## src/rtl/err_alarm_pkg.sv

```systemverilog
// ----------------------------------------------------------------------------
// err_alarm_pkg
// Shared definitions for the error alarm controller slice.
//   alarm_state_t   : controller FSM states (IDLE, WATCH, ALARM)
//   DEF_WIN_LEN     : default window length in clock cycles
//   DEF_THRESH      : default number of events per window that raise the alarm
//   DEF_CNT_W       : default width of the lifetime error counter
//   winErrsWidth()  : width needed to hold 0..thresh window events
// ----------------------------------------------------------------------------
package err_alarm_pkg;

   typedef enum logic [1:0] {
      IDLE  = 2'd0,
      WATCH = 2'd1,
      ALARM = 2'd2
   } alarm_state_t;

   localparam int DEF_WIN_LEN = 16;
   localparam int DEF_THRESH  = 4;
   localparam int DEF_CNT_W   = 8;

   // The window counter must hold every value from 0 up to and including
   // thresh, because the event that trips the alarm is still recorded.
   function automatic int winErrsWidth(input int thresh);
      int w;
      w = $clog2(thresh + 1);
      if (w < 1) begin
         w = 1;
      end
      return w;
   endfunction

endpackage

```

## src/rtl/rise_det.sv

```systemverilog
// ----------------------------------------------------------------------------
// rise_det
// Registered rising-edge detector. The input is delayed by one flop and a
// rise is reported while the input is high and the delayed copy is low, so a
// multi-cycle high level produces exactly one single-cycle rise.
//   clk     : rising-edge clock
//   rst     : synchronous active-high reset, loads RESET_VAL into the delay flop
//   i_d     : level to watch
//   o_rise  : high in the cycle where i_d is high and was low at the last edge
// With RESET_VAL = 0 an input already high when reset is released counts as a
// fresh rise.
// ----------------------------------------------------------------------------
module rise_det #(
   parameter logic RESET_VAL = 1'b0
) (
   input  logic clk,
   input  logic rst,
   input  logic i_d,
   output logic o_rise
);

   logic r_dQ;

   // Delay flop holding the level seen at the previous edge.
   always_ff @(posedge clk) begin
      if (rst) begin
         r_dQ <= RESET_VAL;
      end else begin
         r_dQ <= i_d;
      end
   end

   assign o_rise = i_d & ~r_dQ;

endmodule

```

## src/rtl/err_alarm_ctrl.sv

```systemverilog
// ----------------------------------------------------------------------------
// err_alarm_ctrl
// Turns the pattern monitor's ERR level into discrete error events, keeps a
// saturating lifetime event count, remembers the Din value of the latest
// event and raises a sticky alarm when THRESH events land inside a window of
// WIN_LEN cycles that opens on the first event.
//   clk      : rising-edge clock
//   rst      : synchronous active-high reset
//   ERR      : error level from the monitor; a high run is one event
//   Din      : monitor data, aligned with ERR
//   clr_ack  : single-cycle alarm acknowledge, ignored unless alarmed
//   alarm    : sticky alarm flag
//   err_cnt  : lifetime event count, saturating, cleared only by rst
//   last_din : Din captured at the most recent event
//   win_errs : events counted in the currently open window
// ----------------------------------------------------------------------------
module err_alarm_ctrl
   import err_alarm_pkg::*;
#(
   parameter int WIN_LEN = DEF_WIN_LEN,
   parameter int THRESH  = DEF_THRESH,
   parameter int CNT_W   = DEF_CNT_W
) (
   input  logic                              clk,
   input  logic                              rst,
   input  logic                              ERR,
   input  logic [2:0]                        Din,
   input  logic                              clr_ack,
   output logic                              alarm,
   output logic [CNT_W-1:0]                  err_cnt,
   output logic [2:0]                        last_din,
   output logic [winErrsWidth(THRESH)-1:0]   win_errs
);

   localparam int WE_W    = winErrsWidth(THRESH);
   localparam int TIMER_W = $clog2(WIN_LEN);

   localparam logic [TIMER_W-1:0] TIMER_LAST = TIMER_W'(WIN_LEN - 1);
   localparam logic [WE_W-1:0]    THRESH_V   = WE_W'(THRESH);
   localparam logic [CNT_W-1:0]   CNT_MAX    = {CNT_W{1'b1}};

   // When a fresh window would open, a threshold of one means the opening
   // event is already enough to alarm.
   localparam alarm_state_t START_STATE = (THRESH == 1) ? ALARM : WATCH;

   alarm_state_t         r_state;
   alarm_state_t         w_nextState;
   logic [TIMER_W-1:0]   r_timer;
   logic [TIMER_W-1:0]   w_nextTimer;
   logic [TIMER_W-1:0]   w_timerInc;
   logic [WE_W-1:0]      r_winErrs;
   logic [WE_W-1:0]      w_nextWinErrs;
   logic [WE_W-1:0]      w_hits;
   logic [CNT_W-1:0]     r_errCnt;
   logic [2:0]           r_lastDin;
   logic                 r_alarm;
   logic                 w_event;

   rise_det #(
      .RESET_VAL (1'b0)
   ) uRiseDet (
      .clk    (clk),
      .rst    (rst),
      .i_d    (ERR),
      .o_rise (w_event)
   );

   assign w_timerInc = r_timer + TIMER_W'(1);
   assign w_hits     = r_winErrs + WE_W'(1);

   // Next-state logic. The timer holds the number of edges since the window
   // opened, so the incremented value tells whether this edge is the last one
   // of the window. An event on that last edge is still judged against the
   // threshold before the window is closed or restarted.
   always_comb begin
      w_nextState   = r_state;
      w_nextTimer   = r_timer;
      w_nextWinErrs = r_winErrs;
      case (r_state)
         IDLE: begin
            w_nextTimer = '0;
            if (w_event) begin
               w_nextState   = START_STATE;
               w_nextWinErrs = WE_W'(1);
            end
         end
         WATCH: begin
            w_nextTimer = w_timerInc;
            if (w_event && (w_hits >= THRESH_V)) begin
               w_nextState   = ALARM;
               w_nextWinErrs = w_hits;
            end else if (w_timerInc == TIMER_LAST) begin
               w_nextTimer = '0;
               if (w_event) begin
                  w_nextWinErrs = WE_W'(1);
               end else begin
                  w_nextState   = IDLE;
                  w_nextWinErrs = '0;
               end
            end else if (w_event) begin
               w_nextWinErrs = w_hits;
            end
         end
         ALARM: begin
            if (clr_ack) begin
               w_nextTimer = '0;
               if (w_event) begin
                  w_nextState   = START_STATE;
                  w_nextWinErrs = WE_W'(1);
               end else begin
                  w_nextState   = IDLE;
                  w_nextWinErrs = '0;
               end
            end
         end
         default: begin
            w_nextState   = IDLE;
            w_nextTimer   = '0;
            w_nextWinErrs = '0;
         end
      endcase
   end

   // State, window and output registers. The alarm flop is loaded from the
   // next state so it rises on the edge that sees the tripping event and
   // falls on the edge that sees the acknowledge. The lifetime counter and
   // captured Din keep updating while alarmed.
   always_ff @(posedge clk) begin
      if (rst) begin
         r_state   <= IDLE;
         r_timer   <= '0;
         r_winErrs <= '0;
         r_errCnt  <= '0;
         r_lastDin <= 3'b000;
         r_alarm   <= 1'b0;
      end else begin
         r_state   <= w_nextState;
         r_timer   <= w_nextTimer;
         r_winErrs <= w_nextWinErrs;
         r_alarm   <= (w_nextState == ALARM);
         if (w_event) begin
            r_lastDin <= Din;
            if (r_errCnt != CNT_MAX) begin
               r_errCnt <= r_errCnt + CNT_W'(1);
            end
         end
      end
   end

   assign alarm    = r_alarm;
   assign err_cnt  = r_errCnt;
   assign last_din = r_lastDin;
   assign win_errs = r_winErrs;

endmodule

```

## config.mk

```make
export PLATFORM = sky130hd
export DESIGN_NAME = err_alarm_ctrl
export DESIGN_NICKNAME = d
export VERILOG_FILES = /design/src/rtl/err_alarm_pkg.sv /design/src/rtl/rise_det.sv /design/src/rtl/err_alarm_ctrl.sv
export SDC_FILE = /design/constraint.sdc
export NUM_CORES = 1
export LEC_CHECK = 0
export BUFFER_PORTS_ARGS = -buffer_cell sky130_fd_sc_hd__clkbuf_2
export CORE_MARGIN = 2
export CORE_UTILIZATION = 47
export CTS_BUF_LIST = sky130_fd_sc_hd__clkbuf_16
export DETAILED_ROUTE_END_ITERATION = 12
export PLACE_DENSITY_LB_ADDON = 0.2
export SLEW_MARGIN = 20
export SYNTH_ARGS = -nofsm -noshare
export SYNTH_HDL_FRONTEND = slang
export SYNTH_SLANG_ARGS = --single-unit
```

## constraint.sdc

```tcl
create_clock -name clk -period 1.6 [get_ports clk]
set_input_delay 0.24 -clock clk [delete_from_list [all_inputs] [get_ports clk]]
set_output_delay 0.24 -clock clk [all_outputs]
set_load 0.01 [all_outputs]
```

=== Yosys cells after proc, flatten, opt, wreduce, memory -nomap -nowiden ===
Index checks and enable logic that the tools add are counted.

* Add/sub/neg operators: 3
* Magnitude comparators: 1
* Eq/ne operators: 8
* Mux-type cells: 18
* Bitwise gates (word level): 2
* Reduce and logical (&&, ||, !) cells: 4

{| class="wikitable"
|+ Operator list
! kind !! count
|-
| $mux W3 || 5
|-
| $mux W4 || 3
|-
| $mux W2 || 5
|-
| $pmux W3 S3 || 1
|-
| $add A8 B1 Y8 const B || 1
|-
| $ne A8 B8 Y1 const B || 1
|-
| $pmux W4 S2 || 1
|-
| $pmux W2 S3 || 1
|-
| $add A4 B1 Y4 const B || 1
|-
| $eq A2 B2 Y1 const B || 2
|-
| $eq A4 B4 Y1 const B || 1
|-
| $ne A2 B2 Y1 const B || 2
|-
| $ne A4 B4 Y1 const B || 1
|-
| $add A3 B1 Y3 const B || 1
|-
| $ge A3 B3 Y1 const B || 1
|-
| $reduce_and A3 Y1 || 1
|-
| $eq A2 B1 Y1 const B || 1
|-
| $logic_not A2 Y1 || 1
|-
| $mux W1 || 2
|-
| $reduce_and A2 Y1 || 1
|-
| $and A1 B1 Y1 || 1
|-
| $logic_and A1 B1 Y1 || 1
|-
| $not A1 Y1 || 1
|}

* Flip-flop bits (word level): 22
* Input bits: 7
* Output and inout bits: 15
* Word-level logic and storage cells: 43

=== Longest topological paths before layout ===
Gate-level depths: netlist of run 1.

* Depth after elaboration: 7
* Gate-level depth with buffers: 8
* Gate-level depth less buffers: 8

=== By module ===
Synthesis of run 1 repeated with hierarchy kept, for this count alone.

* Cell total of the unflattened synthesis: 120
* Area, all modules: 1,079.8 µm²

{| class="wikitable"
|+ By module, submodules not included
! module !! instances !! cells an instance !! area each (µm²) !! sequential area each (µm²)
|-
| err_alarm_ctrl || 1 || 117 || 1,032.2 || 420.4
|-
| rise_det || 1 || 3 || 47.5 || 20.0
|}

=== Least setup slack after synthesis of run 1 ===
No wires, ideal clock.

* Kind: register to register
* From: register r_timer[0]
* To: register r_winErrs[0], in the netlist win_errs[0]
* Setup time: 0.086 ns
* Arrival time: 1.520 ns
* Data required time: 1.514 ns
* Path slack: -0.006 ns
* Stages on the path, launching flop included: 8
* Path buffers: 0
* Clock period less this slack: 1.606 ns
* Cell sequence: dfxtp_1 > ha_1 > nand2b_1 > nor4_2 > a31oi_4 > o21ai_1 > o311ai_1 > a221oi_2

* Longest elaborated chain between the ends: 5
* Elaborated cells between the ends (all ways): 7
* Classes of those cells: add/sub (1); eq/ne (2); mux (3); reduce/logical (1)

{| class="wikitable"
|+ RTL lines
! what !! line !! text
|-
| start, declared || err_alarm_ctrl.sv:48 || <nowiki>logic [TIMER_W-1:0] r_timer;</nowiki>
|-
| start signal, assigned || err_alarm_ctrl.sv:138 || <nowiki>r_timer <= w_nextTimer;</nowiki>
|-
| $add A4 B1 Y4 * || err_alarm_ctrl.sv:68 || <nowiki>assign w_timerInc = r_timer + TIMER_W'(1);</nowiki>
|-
| $eq A4 B4 Y1 * || err_alarm_ctrl.sv:92 || <nowiki>end else if (w_timerInc == TIMER_LAST) begin</nowiki>
|-
| $mux W3 || err_alarm_ctrl.sv:92 ||
|-
| $mux W3 || err_alarm_ctrl.sv:89 || <nowiki>if (w_event && (w_hits >= THRESH_V)) begin</nowiki>
|-
| $pmux W3 S3 || err_alarm_ctrl.sv:79 || <nowiki>case (r_state)</nowiki>
|-
| end signal, assigned || err_alarm_ctrl.sv:139 || <nowiki>r_winErrs <= w_nextWinErrs;</nowiki>
|-
| end, declared || err_alarm_ctrl.sv:51 || <nowiki>logic [WE_W-1:0] r_winErrs;</nowiki>
|}

Mark *: on every way between the ends. The rest lies on a longest branch, timed or not.
A chain may end at the register's enable or synchronous reset.

=== Final worst setup path of run 1 ===
Ends and elaborated chain as after synthesis.

==> summary.txt, run 1 <==
vias in the first global route: 828
filler cell count: 183
Slew Limit Fails: 0
Ant. Diodes: 0
Layout Cells excl Fill: 183
Reg clk slew, reported paths: 60 ps
setup TNS: -181 ps
multi-input logic area: 682 um^2
Initial Util: 48.8%
worst-path fanout max: 5
register area: 447 um^2
Placed Cells: 177
CP Class: reg2reg
later-pin clock latency in the skew report: 250 ps
FF-to-FF Start: r_timer[0]
DRT Pass-1 Iters: 4
failing checks: setup timing
status: finished with violations
FP Rows: 17
Cells after Synth: 123
RR Endpoint: win_errs[0]
cts hold-fix bufs: 0
nets: 168
pwr dens: 839 nW/um^2
Worst slew margin: 68.4%
most used flip-flop cell after synthesis: dfxtp_1
worst min-delay path class: in2reg
number of port buffers: 21
EDFF count, synth: 0
Final ANT Viol Nets: 0
fin crit period: 1660 ps
die height: 51.7 um
GRT Util Overall: 18.5%
Worst-Margin Slew: 474 ps
RSZ-0062 raised after global routing: yes
CTS sink cnt: 22
DRC viols: 0
f_max: 603 MHz
final worst slack: -59.1 ps
DR WL/cell: 12.6 um
GPL Wtd Cong: 0.946
H-tree levels: 1
Hold Path Cell Cnt: 3
CP Launch Type: flip-flop
1st-iter DRT viols: 14
die area: 2670 um^2
min-delay src: Din[1]
#FFs+latches synth: 22
initial antenna violation count: 0
syn avg cell area: 8.69 um^2
total leakage power: 0.582 nW
Worst Setup End Kind: flip-flop
remaining global-route overflow: 0
# IOs: 22
chip width: 51.7 um
critical path arrival: 1830 ps
final hold violation count: 0
Max Cap Viol: 0
DP Wirelength: 1.56 mm
maximum number of pins on one net before global-route repair: 23
Fin Clk Skew: 5.79 ps
required time of the critical path: 1770 ps
clock root cell: clkbuf_16
Yosys warnings: 0
CTS Buffer Depth: 2
layout cells sized above 1: 38.7%
Synth cell types: 35
drt total wl: 2.30 mm
R2R cell count: 7
number of CTS-inserted buffers: 3
routed vias: 971
synthesized cell area: 1070 um^2
VDD IR max: 0.817 mV
core outline area: 2190 um^2
CP startpoint: r_timer[0]
post-synthesis async set-or-reset flop share: 0%
syn_nets: 134
Worst R2R Setup Slack: -60 ps
TritonCTS clock tree: done
vias per std cell: 5.31
first-pass GRT wire length: 3.64 mm
Layout area overhead: 35.7%
final setup vio count: 5
hold path endpoint: last_din[1]
register area share after synthesis: 41.2%
crit share post-route: 104%
[sequential cells by signal, indices dropped and copies added, names as in the netlist]
signal,cells
err_cnt,8
r_state,2
alarm,1
uRiseDet.r_dQ,1
r_timer,4
last_din,3
win_errs,3
[Yosys cell counts (2+ instances only)]
master     n  area share, %
dfxtp_1   22             41
nand2_1   20            7.0
nor2_1    13            4.6
a21oi_1   12            5.6
xor2_1     7            5.7
nor2b_1    5            2.9
ha_1       4            4.7
inv_1      4            1.4
nand2b_1   3            1.8
nand4_1    3            1.8
a31oi_1    2            1.2
a31oi_4    2            4.0
clkbuf_1   2           0.70
nand3_1    2           0.94
nor3_1     2           0.94
[layer usage]
metal,GRT usage (%),wire length (um),vias up
met2,32.3,1170,27
met4,5.26,28,0
met3,4.31,104,2
li1,-,-,490
met1,22.7,997,452
met5,0,0,-
[cells in the final DEF, fill, tap and decap left out, types with 3 or more instances in the layout]
cell type / instances
buf_4: 11
nor2b_1: 4
nor2_1: 13
inv_1: 3
clkbuf_2: 21
dfxtp_1: 19
xor2_1: 7
clkbuf_16: 3
nand4_1: 3
nand2_1: 20
a21oi_1: 11
[repair_timing]
| action | CTS | global route |
|---|---|---|
| pin swaps | 10 | 7 |
| gates resized for setup | 15 | 7 |
| buffers inserted | 2 | 1 |
| endpoints found under the setup margin | 7 | 12 |
[worst max-delay path: stages (launching register included)]
cell and delay (ps):
dfxtp_4 360, ha_4 160, nor2b_4 120, a21o_1 200, a31oi_4 290, buf_4 170
a21oi_1 70, a221oi_2 210
[how the worst max path moves through the flow]
stage	end	slack (ps)	cells after the start
finish	win_errs[0]	-60	7
global route	win_errs[0]	-140	7
CTS	win_errs[0]	-20	7
global placement	win_errs[0]	-60	7
detailed placement	win_errs[0]	-100	7
floorplan	win_errs[0]	20	7
[kinds of logic (layout without fill, tap and decap cells)]
logic type | after synthesis | after routing | synth area share [%]
compound gates | 26 | 26 | 19.1
flops | 22 | 22 | 41.2
xor+xnor | 8 | 8 | 6.56
buf+inv | 8 | 40 | 2.93
fa+ha+maj | 4 | 4 | 4.68
mux | 1 | 1 | 0.937
simple gates | 54 | 54 | 24.6
[report_power, final]
group	total [mW]	internal [mW]	switching [mW]
Sequential	0.581	0.564	0.0166
Clock	0.511	0.329	0.182
Combinational	0.124	0.0572	0.0669
[through the flow]
step	utilization, %	setup slack (ps)	power (mW)	hold WS [ps]	cell area (um^2)
floorplan	-	17.0	0.660	306	1080
global placement	57.7	-56.1	0.703	443	1260
detailed placement	57.7	-99.4	0.705	452	1260
CTS	64.8	-20.4	1.23	207	1420
global route	66.2	-144	1.26	226	1450
finish	66.2	-59.1	1.22	212	1450
[cell type report]
type | instances | share of cell area, %
flip-flops and latches | 22 | 30.8
well taps | 28 | 2.42
clock buffers | 3 | 5.18
inverters | 5 | 1.64
repair buffers | 32 | 12.9
multi-input cells | 93 | 47.0
(Power assumes the default switching activity.)
==> run 2, diff against run 1 <==
Settings changed: CELL_PAD_IN_SITES_DETAIL_PLACEMENT from default to 1, CELL_PAD_IN_SITES_GLOBAL_PLACEMENT from default to 1, CORE_UTILIZATION 47 to 35.
Clock period 1.6 ns to 1.44 ns, I/O delays scaled along.
==> run 2 against run 1 <==
Effect of this change:
- the flow still finishes with violations (setup timing)
- flip-flop and latch count is the same
- first-iteration DRC count up 140%
- sequential power grew 11%
- cell count is 11% higher
- global-route usage grew 0.38 points
- worst setup slack lost 120 ps
- die area grew 31%
- critical path depth is the same
- clock power up 41%
- combinational power up 42%
- core utilization decreased by 12 points
- routed wire length rose by 35%
==> summary.txt, run 2 (synthesis gave the netlist of run 1 again) <==
number of port buffers: 21 (unchanged)
H-tree levels: 1 (unchanged)
GPL Wtd Cong: 0.794 (-16%)
most frequent cells in the layout: buf_4 (24), clkbuf_2 (21), nand2_1 (17), dfxtp_1 (17), nor2_1 (13)
worst min-delay path class: in2reg
final core utilization: 54.5% (-12 points)
chip width: 59.3 um (+15%)
CP Launch Type: flip-flop
DRT Pass-1 Iters: 4 (unchanged)
R2R cell count: 7 (unchanged)
CP Depth: 7 (unchanged)
Worst slew margin: 67.0% (-1.4 points)
Ant. Diodes: 0 (unchanged)
Top delay family on crit path: compound AO/OA/AOI/OAI gates
critical path arrival: 1800 ps (-30 ps)
CTS sink cnt: 22 (unchanged)
f_max: 619 MHz (+2.8%)
status: finished with violations
Worst R2R Setup Slack: -170 ps (-120 ps)
Slowest cell on crit path: dfxtp_4
VDD IR max: 0.523 mV (-36%)
final setup vio count: 15 (+10)
total leakage power: 0.677 nW (+16%)
clock root cell: clkbuf_16
DR WL/cell: 15.2 um (+21%)
CP Class: reg2reg
initial antenna violation count: 0 (unchanged)
Layout area overhead: 51.9%
worst path cell trace: ha_4 -> nor2b_4 -> a21o_1 -> a31oi_4 -> o21a_4 -> o2111ai_2 -> a21oi_2
final hold violation count: 0 (unchanged)
Slew Limit Fails: 0 (unchanged)
Worst Path Buf+Inv: 0 (-1)
Max Cap Viol: 0 (unchanged)
fin crit period: 1610 ps (-44.5 ps)
GRT Util Overall: 18.9% (+0.38 points)
crit share post-route: 112% (+8.4 points)
Initial Util: 35.9% (-13 points)
pre-CTS setup slack: -187 ps (-88.0 ps)
core outline area: 2980 um^2 (+36%)
DRC viols: 0 (unchanged)
DP Wirelength: 2.07 mm (+33%)
required time of the critical path: 1630 ps (-140 ps)
routed vias: 1043 (+7.4%)
vias per std cell: 5.11 (-3.6%)
1st-iter DRT viols: 34 (+20)
FP Rows: 20 (+3)
final worst slack: -175 ps (-116 ps)
Critical Path Sink: win_errs[1]
layout cells sized above 1: 48.0% (+9.2 points)
FF-to-FF Start: r_timer[1]
failing checks: setup timing
Final ANT Viol Nets: 0 (unchanged)
first-pass GRT wire length: 5.00 mm (+38%)
Reg clk slew, reported paths: 60 ps (about the same)
Worst-Margin Slew: 496 ps (+21.5 ps)
CTS Buffer Depth: 2 (unchanged)
RR Endpoint: win_errs[1]
RSZ-0062 raised after global routing: yes
# IOs: 22 (unchanged)
nets: 183 (+8.9%)
max reg flops: 8 (unchanged)
die area: 3510 um^2 (+31%)
number of CTS-inserted buffers: 3 (unchanged)
Largest stage delay, worst path: 370 ps (about the same)
drt total wl: 3.10 mm (+35%)
Worst Setup End Kind: flip-flop
later-pin clock latency in the skew report: 260 ps (about the same)
CP startpoint: r_timer[1]
remaining global-route overflow: 0 (unchanged)
maximum number of pins on one net before global-route repair: 23 (unchanged)
pwr dens: 951 nW/um^2 (+13%)
most common cell after layout, fill and taps aside: buf_4
TritonCTS clock tree: done
vias in the first global route: 1079 (+30%)
Fin Clk Skew: 2.80 ps (-2.98 ps)
die height: 59.3 um (+15%)
worst-path fanout max: 6 (+1)
==> run 2: per-stage QoR <==
step / power (mW) / TNS, ps / hold slack, ps / area [um^2] / std cells
after floorplan: 0.738 / -203 / 282 / 1120 / 123
after global placement: 0.807 / -662 / 440 / 1420 / 195
after detailed placement: 0.814 / -1040 / 458 / 1420 / 195
after CTS: 1.55 / -1170 / 187 / 1560 / 201
after global routing: 1.61 / -2950 / 184 / 1620 / 204
final: 1.54 / -1610 / 185 / 1620 / 204
==> run 2: tightest hold or removal path: stages <==
cell and delay (ps):
clkbuf_2 80, nand2_1 50, a21oi_1 50
==> run 2: cell type report <==
type	instances	area (um^2)
Sequential cell	22	449
Tap cell	33	41.3
Fill cell	344	1360
Inverter	5	18.8
Timing Repair Buffer	47	308
Multi-Input combinational cell	93	706
Clock buffer	4	100
==> run 2: worst min path at each step <==
stage	start	endpoint	slack, ps	cells past startpoint
6_report	Din[2]	last_din[2]	180	3
2_1_floorplan	rst	win_errs[0]	280	1
5_1_grt	Din[1]	last_din[1]	180	3
4_1_cts	Din[1]	last_din[1]	190	3
3_5_place_dp	Din[1]	last_din[1]	460	3
3_3_place_gp	Din[2]	last_din[2]	440	3
==> run 2: where the power goes <==
group          switching [mW]  total [mW]  leakage (nW)  internal, mW
Sequential             0.0192       0.646         0.181         0.627
Combinational          0.0891       0.176         0.446        0.0867
Clock                   0.239       0.722        0.0493         0.482
==> run 2: what timing repair did <==
action / 4_1_cts / 5_1_grt
hold buffers: 0 / 0
setup endpoints to repair: 12 / 18
pin swaps: 6 / 7
buffers inserted: 2 / 3
gates resized for setup: 6 / 12
==> run 2: per-layer routing <==
metal  routed length, um  global-route usage (%)
met1                1280                    21.2
met2                1730                    36.6
met3                  80                    3.28
met4                   8                    3.90
met5                   0                       0
